--- src/rtl/rsa_ctrl_seq.sv ---
// rsa_ctrl_seq: start/stop arbitration, operand snapshot and core sequencing.
// Optional RUN watchdog enabled by defining RSA_CTRL_TIMEOUT_EN.
module rsa_ctrl_seq #(
  parameter int WIDTH          = 8,
  parameter int NUM_SRC        = 2,
  parameter int RST_CYCLES     = 2,
  parameter int TIMEOUT_CYCLES = 1024
) (
  input  logic               clk,
  input  logic               rst,
  input  logic               ena,
  input  logic [NUM_SRC-1:0] start_req,
  input  logic [NUM_SRC-1:0] stop_req,
  input  logic [WIDTH-1:0]   p_in,
  input  logic [WIDTH-1:0]   e_in,
  input  logic [WIDTH-1:0]   m_in,
  input  logic [WIDTH-1:0]   const_in,
  input  logic               irq_clr,
  output logic               core_en,
  output logic               core_rstb,
  output logic [WIDTH-1:0]   core_p,
  output logic [WIDTH-1:0]   core_e,
  output logic [WIDTH-1:0]   core_m,
  output logic [WIDTH-1:0]   core_const,
  input  logic               core_eoc,
  input  logic [WIDTH-1:0]   core_c,
  output logic [WIDTH-1:0]   result,
  output logic               busy,
  output logic               irq,
  output logic [1:0]         status
);

  localparam logic [1:0] S_IDLE = 2'd0;
  localparam logic [1:0] S_CLR  = 2'd1;
  localparam logic [1:0] S_RUN  = 2'd2;

  localparam logic [1:0] ST_NONE = 2'b00;
  localparam logic [1:0] ST_DONE = 2'b01;
  localparam logic [1:0] ST_STOP = 2'b10;
  localparam logic [1:0] ST_TOUT = 2'b11;

  localparam int RCW = (RST_CYCLES > 1) ? $clog2(RST_CYCLES) : 1;
  localparam logic [RCW-1:0] RC_LAST = RCW'(RST_CYCLES - 1);

  logic [1:0]     state;
  logic [RCW-1:0] rcnt;
  logic           start;
  logic           stop;
  logic           wd_hit;

  assign start = |start_req;
  assign stop  = |stop_req;

  assign core_en   = (state == S_RUN);
  assign core_rstb = (state == S_RUN);
  assign busy      = (state != S_IDLE);

`ifdef RSA_CTRL_TIMEOUT_EN
  localparam int WDW = $clog2(TIMEOUT_CYCLES + 1);
  localparam logic [WDW-1:0] WD_LAST = WDW'(TIMEOUT_CYCLES - 1);

  logic [WDW-1:0] wd;

  assign wd_hit = (wd == WD_LAST);

  // Watchdog: cleared while in CLR, counts every enabled RUN cycle.
  always_ff @(posedge clk) begin
    if (rst) begin
      wd <= '0;
    end else if (ena) begin
      if (state == S_CLR) begin
        wd <= '0;
      end else if (state == S_RUN) begin
        wd <= wd + 1'b1;
      end
    end
  end
`else
  // Watchdog compiled out: a timeout can never fire.
  assign wd_hit = (TIMEOUT_CYCLES < 0);
`endif

  // Sequencer FSM plus snapshot, result and irq/status registers.
  always_ff @(posedge clk) begin
    if (rst) begin
      state      <= S_IDLE;
      rcnt       <= '0;
      core_p     <= '0;
      core_e     <= '0;
      core_m     <= '0;
      core_const <= '0;
      result     <= '0;
      irq        <= 1'b0;
      status     <= ST_NONE;
    end else if (ena) begin
      if (irq_clr) begin
        irq    <= 1'b0;
        status <= ST_NONE;
      end
      unique case (state)
        S_IDLE: begin
          if (start && !stop) begin
            state      <= S_CLR;
            rcnt       <= '0;
            core_p     <= p_in;
            core_e     <= e_in;
            core_m     <= m_in;
            core_const <= const_in;
            irq        <= 1'b0;
            status     <= ST_NONE;
          end
        end
        S_CLR: begin
          if (stop) begin
            state  <= S_IDLE;
            status <= ST_STOP;
            irq    <= 1'b1;
          end else if (rcnt == RC_LAST) begin
            state <= S_RUN;
          end else begin
            rcnt <= rcnt + 1'b1;
          end
        end
        S_RUN: begin
          if (core_eoc) begin
            state  <= S_IDLE;
            result <= core_c;
            status <= ST_DONE;
            irq    <= 1'b1;
          end else if (stop) begin
            state  <= S_IDLE;
            status <= ST_STOP;
            irq    <= 1'b1;
          end else if (wd_hit) begin
            state  <= S_IDLE;
            status <= ST_TOUT;
            irq    <= 1'b1;
          end
        end
        default: state <= S_IDLE;
      endcase
    end
  end

endmodule

--- config.mk ---
export PLATFORM = sky130hd
export DESIGN_NAME = rsa_ctrl_seq
export DESIGN_NICKNAME = d
export VERILOG_FILES = /design/src/rtl/rsa_ctrl_seq.sv
export SDC_FILE = /design/constraint.sdc
export NUM_CORES = 1
export LEC_CHECK = 0
export ABC_CLOCK_PERIOD_IN_PS = 1500
export CAP_MARGIN = 10
export CORE_AREA = 8 8 78 80
export DETAILED_ROUTE_END_ITERATION = 10
export DIE_AREA = 0 0 86 88
export PLACE_DENSITY = 0.9
export SYNTH_ARGS = -nofsm -noshare
export SYNTH_HDL_FRONTEND = slang
export SYNTH_SLANG_ARGS = --single-unit
--- constraint.sdc ---
create_clock -name clk -period 1.5 [get_ports clk]
set_input_delay 0.3 -clock clk [delete_from_list [all_inputs] [get_ports clk]]
set_output_delay 0.3 -clock clk [all_outputs]
set_load 0.005 [all_outputs]
Yosys cells after proc, flatten, opt, wreduce, memory -nomap -nowiden --
Cells that the tools add are included.
Word-level totals: bits in registers 46, input bits 49
Cells by class: add/subtract/negate cells 1, equality and inequality tests 6, muxes and demuxes 20, reduce and logical (&&, ||, !) cells 11
Operator list (count):
- 2-bit two-way mux | 9
- 2-bit case mux with 3 select lines | 2
- 4-bit AND reduction | 2
- 1-bit two-way mux | 7
- 3-bit AND reduction | 2
- 2-bit != test (second input constant) | 2
- 2-bit nonzero test | 2
- 2-bit OR reduction | 2
- 3-bit by 1-bit != test with 1-bit output (second input constant) | 1
- 3-bit != test (second input constant) | 1
- 1-bit case mux with 3 select lines | 1
- 2-bit by 1-bit equality test with 1-bit output (second input constant) | 1
- 2-bit equality test (second input constant) | 1
- 2-bit logical NOT | 1
- 1-bit case mux with 2 select lines | 1
- 1-bit adder (second input constant) | 1
- 1-bit logical AND | 1
- 1-bit logical NOT | 1

Depth between registers and ports, before layout --
Gate-level depths: netlist (run 1).
depth after elaboration 5, gate-level depth with buffers 7

Least setup slack after synthesis (run 1) --
OpenSTA, ideal clock, no wires.
path type input-to-reg, start point input start_req[1], end point register core_e[0], library setup time 143 ps, arrival time 1181 ps, setup slack 176 ps, stages 6, path buffers 2, path through or2_2 and4_1 buf_6 buf_6 nand2_1 a21oi_2
Between the ends: longest elaborated chain between the ends 3
Ends and longest elaborated chain:
- start: declaration | RTL line 12 | input logic [NUM_SRC-1:0] start_req,
- 2-bit OR reduction | RTL line 51 | assign start = |start_req;
- 1-bit logical AND | RTL line 102 | if (start && !stop) begin
- 3-bit AND reduction (no line)
- end signal: assignment | RTL line 106 | core_e <= e_in;
- end: declaration | RTL line 22 | output logic [WIDTH-1:0] core_e,
Every way passes these cells. A chain may end at the register's enable or synchronous reset.

Worst setup path after layout (run 1) --
start point register status[1], end point output status[1]
RTL lines:
- start: declaration | RTL line 30 | output logic [1:0] status
- start signal: assignment | RTL line 94 | status <= ST_NONE;
- start signal: assignment | RTL line 98 | status <= ST_NONE;
- start signal: assignment | RTL line 110 | status <= ST_NONE;
No word-level cell between the ends.

==> key figures, run 1 <==
Timing
  • Worst Hold Slack: 0.237 ns
  • Headroom to the max-slew limit: 79.0%
  • Final critical-path share of the clock period: 97.6%
  • Fin. Hold Viols: 0
  • Setup Viol. Count Final: 0
  • Final Max Slew Viols: 0
  • Achievable Freq: 683 MHz
  • Setup_tns: 0 ns
  • Post-Route Skew: 0.00648 ns
  • Worst Max-Slew Pin Slew: 0.311 ns
  • Time the final worst path needs with I/O delays and setup: 1.46 ns
  • RSZ-0062 raised after global routing: no

Clocking
  • Clock-pin slew on the worst setup and hold paths: 0.08 ns
  • Maximum number of buffers from clock root to sink: 2
  • Number of CTS-inserted buffers: 5
  • CTS tree: done
  • CTS Hold Bufs: 0
  • Clk Latency, worst-skew pair: 0.30 ns
  • Count of H-tree levels built during CTS: 2
  • Sink count of the clock tree: 46
  • Master cell of the clock root buffer: sky130_fd_sc_hd__clkbuf_8

Setup path
  • Capturing element type of the critical path: output pin
  • Peak fanout along the critical path: 3
  • Critical path launch point type: flop
  • Largest delay share family, worst path: buffers and inverters
  • WP data required: 1.20 ns
  • Worst path buffer plus inverter count: 1
  • CP max stage cell: sky130_fd_sc_hd__clkdlybuf4s50_1
  • Cell chain of the critical path: clkdlybuf4s50_1
  • Peak per-stage delay on the critical path: 0.52 ns
  • Worst path arrival time: 1.16 ns
  • Critical Setup Path Class: flop to output pin

Power and ir drop
  • Worst supply voltage drop on vdd: 0.527 mV
  • Total chip power: 2.53 mW
  • Cell area power density: 807 nW/um^2
  • Leak pwr: 1.34 nW

Run status
  • Result of the run: finished, final reports clean

Global route
  • Wire length of the first global-routing pass: 9.20 mm
  • Number of global-route vias before repair: 1900
  • Initial antenna violation count: 0
  • Largest net degree at the start of global routing: 35
  • Total global-route track usage: 15.2%
  • Leftover overflow at the end of global routing: 0

Die
  • Core area: 4910 um^2
  • Core Rows: 26
  • Starting density of the core: 38.7%
  • Die Wd: 86 um
  • Io pins: 95
  • Die footprint: 7570 um^2
  • Height of the die: 88 um

Job
  • Max-Cap Viols: 0

Placed design
  • Detailed placer's ending HPWL: 4.35 mm
  • # port buffers: 94
  • Cell Count Post-Placement: 387
  • DP Area: 2940 um^2
  • GP Congestion: 0.775

Detailed routing
  • Total wire length: 5.74 mm
  • Detailed-routing iteration count for the pre-antenna-repair pass: 4
  • Post-DR vias/cell: 4.80
  • ANT nets after route: 0
  • Routed wire per std cell: 14.5 um
  • Number of DRC markers after the initial detailed-route iteration: 47
  • Total via count in the routed design: 1906
  • Residual DRC count: 0

Synthesis
  • Syn Std Cell Area: 1900 um^2
  • Fraction of synthesis flops using an asynchronous set or reset pin: 0%
  • Commonest register cell after synthesis: sky130_fd_sc_hd__dfxtp_1
  • Portion of the post-synthesis area used by sequential elements: 48.5%
  • Syn Inst Count: 225
  • Mean area per synthesized cell: 8.44 um^2
  • Yosys warnings: 0
  • Number of enable-type register cells in the synthesized netlist: 0
  • Nets in the synthesized netlist: 274
  • Number of unique standard cell types used by synthesis: 33
  • Count of state elements after synthesis: 46

Finish
  • Commonest non-fill, non-tap cells in the layout: sky130_fd_sc_hd__nand2_1 (88), sky130_fd_sc_hd__clkdlybuf4s50_1 (75), sky130_fd_sc_hd__dfxtp_1 (34), sky130_fd_sc_hd__a21oi_1 (25), sky130_fd_sc_hd__a21oi_2 (19)
  • Leading cell type in the layout, fill and taps excluded: sky130_fd_sc_hd__nand2_1
  • Filler Cells Inserted: 427
  • Area taken by multi-input logic gates: 853 um^2
  • Post-layout net count: 375
  • Non-filler instance count after layout: 397
  • Inserted Diodes: 0
  • Sequential cell area in the final layout: 938 um^2
  • Design area: 3130 um^2
  • Signed area change from the synthesized netlist to the final layout: 65.0%
  • Layout cells sized above 1: 19.3%

Worst hold path
  • Path category of the worst min-delay check: input port to flop
path summary, 6_finish.rpt:
check / cells past startpoint / to / slack, ns / start
hold / removal: 2 / status[0] / 0.24 / rst
setup reg to reg: 7 / core_p[3] / 0.10 / state[1]
setup / recovery: 1 / status[1] / 0.04 / status[1]
hold reg to reg: 2 / result[2] / 0.46 / result[2]
flip-flops by register name, summed over array words and instances (netlist names):
signal	flops
core_m	8
core_const	8
core_e	8
irq	1
core_p	8
state	2
result	8
status	2
rcnt	1
repair_timing:
item | in CTS | in global routing
gates resized for setup | 7 | 27
buffers inserted | 2 | 0
setup endpoints to repair | 3 | 30
pin swaps | 0 | 0
cloned | 0 | 0
synth_stat cells, types with 2 or more instances:
cell type | n | share of area, %
sky130_fd_sc_hd__o21ai_0 | 3 | 0.79
sky130_fd_sc_hd__nand2b_1 | 2 | 0.66
sky130_fd_sc_hd__buf_4 | 3 | 1.2
sky130_fd_sc_hd__a21oi_2 | 19 | 8.8
sky130_fd_sc_hd__dfxtp_1 | 46 | 48
sky130_fd_sc_hd__a31oi_1 | 2 | 0.66
sky130_fd_sc_hd__a21oi_1 | 25 | 6.6
sky130_fd_sc_hd__buf_2 | 4 | 1.1
sky130_fd_sc_hd__o41ai_1 | 2 | 0.92
sky130_fd_sc_hd__clkbuf_1 | 4 | 0.79
sky130_fd_sc_hd__buf_6 | 5 | 3.0
sky130_fd_sc_hd__nand2_1 | 88 | 17
sky130_fd_sc_hd__inv_1 | 2 | 0.40
power breakdown:
| group | leakage (nW) | internal [mW] | switching [mW] |
|---|---|---|---|
| clock network | 0.0585 | 0.499 | 0.425 |
| registers | 0.379 | 1.25 | 0.0167 |
| logic | 0.906 | 0.206 | 0.131 |
| total | 1.34 | 1.95 | 0.573 |
cell type report:
cell class / instances / area share [%]
multi-input combinational: 160 / 27.2
timing repair buffer: 111 / 36.2
clock inverter: 3 / 1.40
sequential: 46 / 30.0
tap: 70 / 2.80
clock buffer: 5 / 2.20
inverter: 2 / 0.240
kinds of logic (layout without fill, tap and decap cells):
kind of cell / after synthesis / in the layout / share of synthesized area (%)
compound gates: 55 / 55 / 19.6
buf+inv: 19 / 121 / 6.59
xor+xnor: 1 / 1 / 0.461
flops: 46 / 46 / 48.5
simple gates: 104 / 104 / 24.9
worst register-to-register path: cells and delay by family (launching register included):
kind            cells  cell delay, ns
simple gates        3            0.40
compound gates      1            0.13
flops               1            0.34
buf+inv             3            0.46
stage by stage:
stage | utilization (%) | setup WS [ns]
2_1_floorplan | - | 0.176
3_3_place_gp | 59.9 | -0.220
3_5_place_dp | 59.9 | -0.266
4_1_cts | 62.6 | 0.00730
5_1_grt | 63.8 | 0.000410
6_report | 63.8 | 0.0357
metal layers:
| layer | part of all wire, % | vias up | track usage [%] |
|---|---|---|---|
| met2 | 52 | 67 | 27.6 |
| met1 | 39 | 892 | 16.0 |
| met4 | 1.6 | 0 | 5.41 |
| met3 | 7.3 | 8 | 4.97 |
| li1 | - | 939 | - |
| met5 | 0 | - | 0 |
Power figures use the tool's default switching activity.
==> inputs of run 2 (changes only) <==
- SLEW_MARGIN: unset -> 20
==> results of run 2 <==
Final layout, timing and power as in run 1 (identical DEF).
==> inputs of run 3 (changes only) <==
- CTS_CLUSTER_SIZE: unset -> 28
==> results of run 3 <==
Final layout, timing and power as in run 1 (identical DEF).
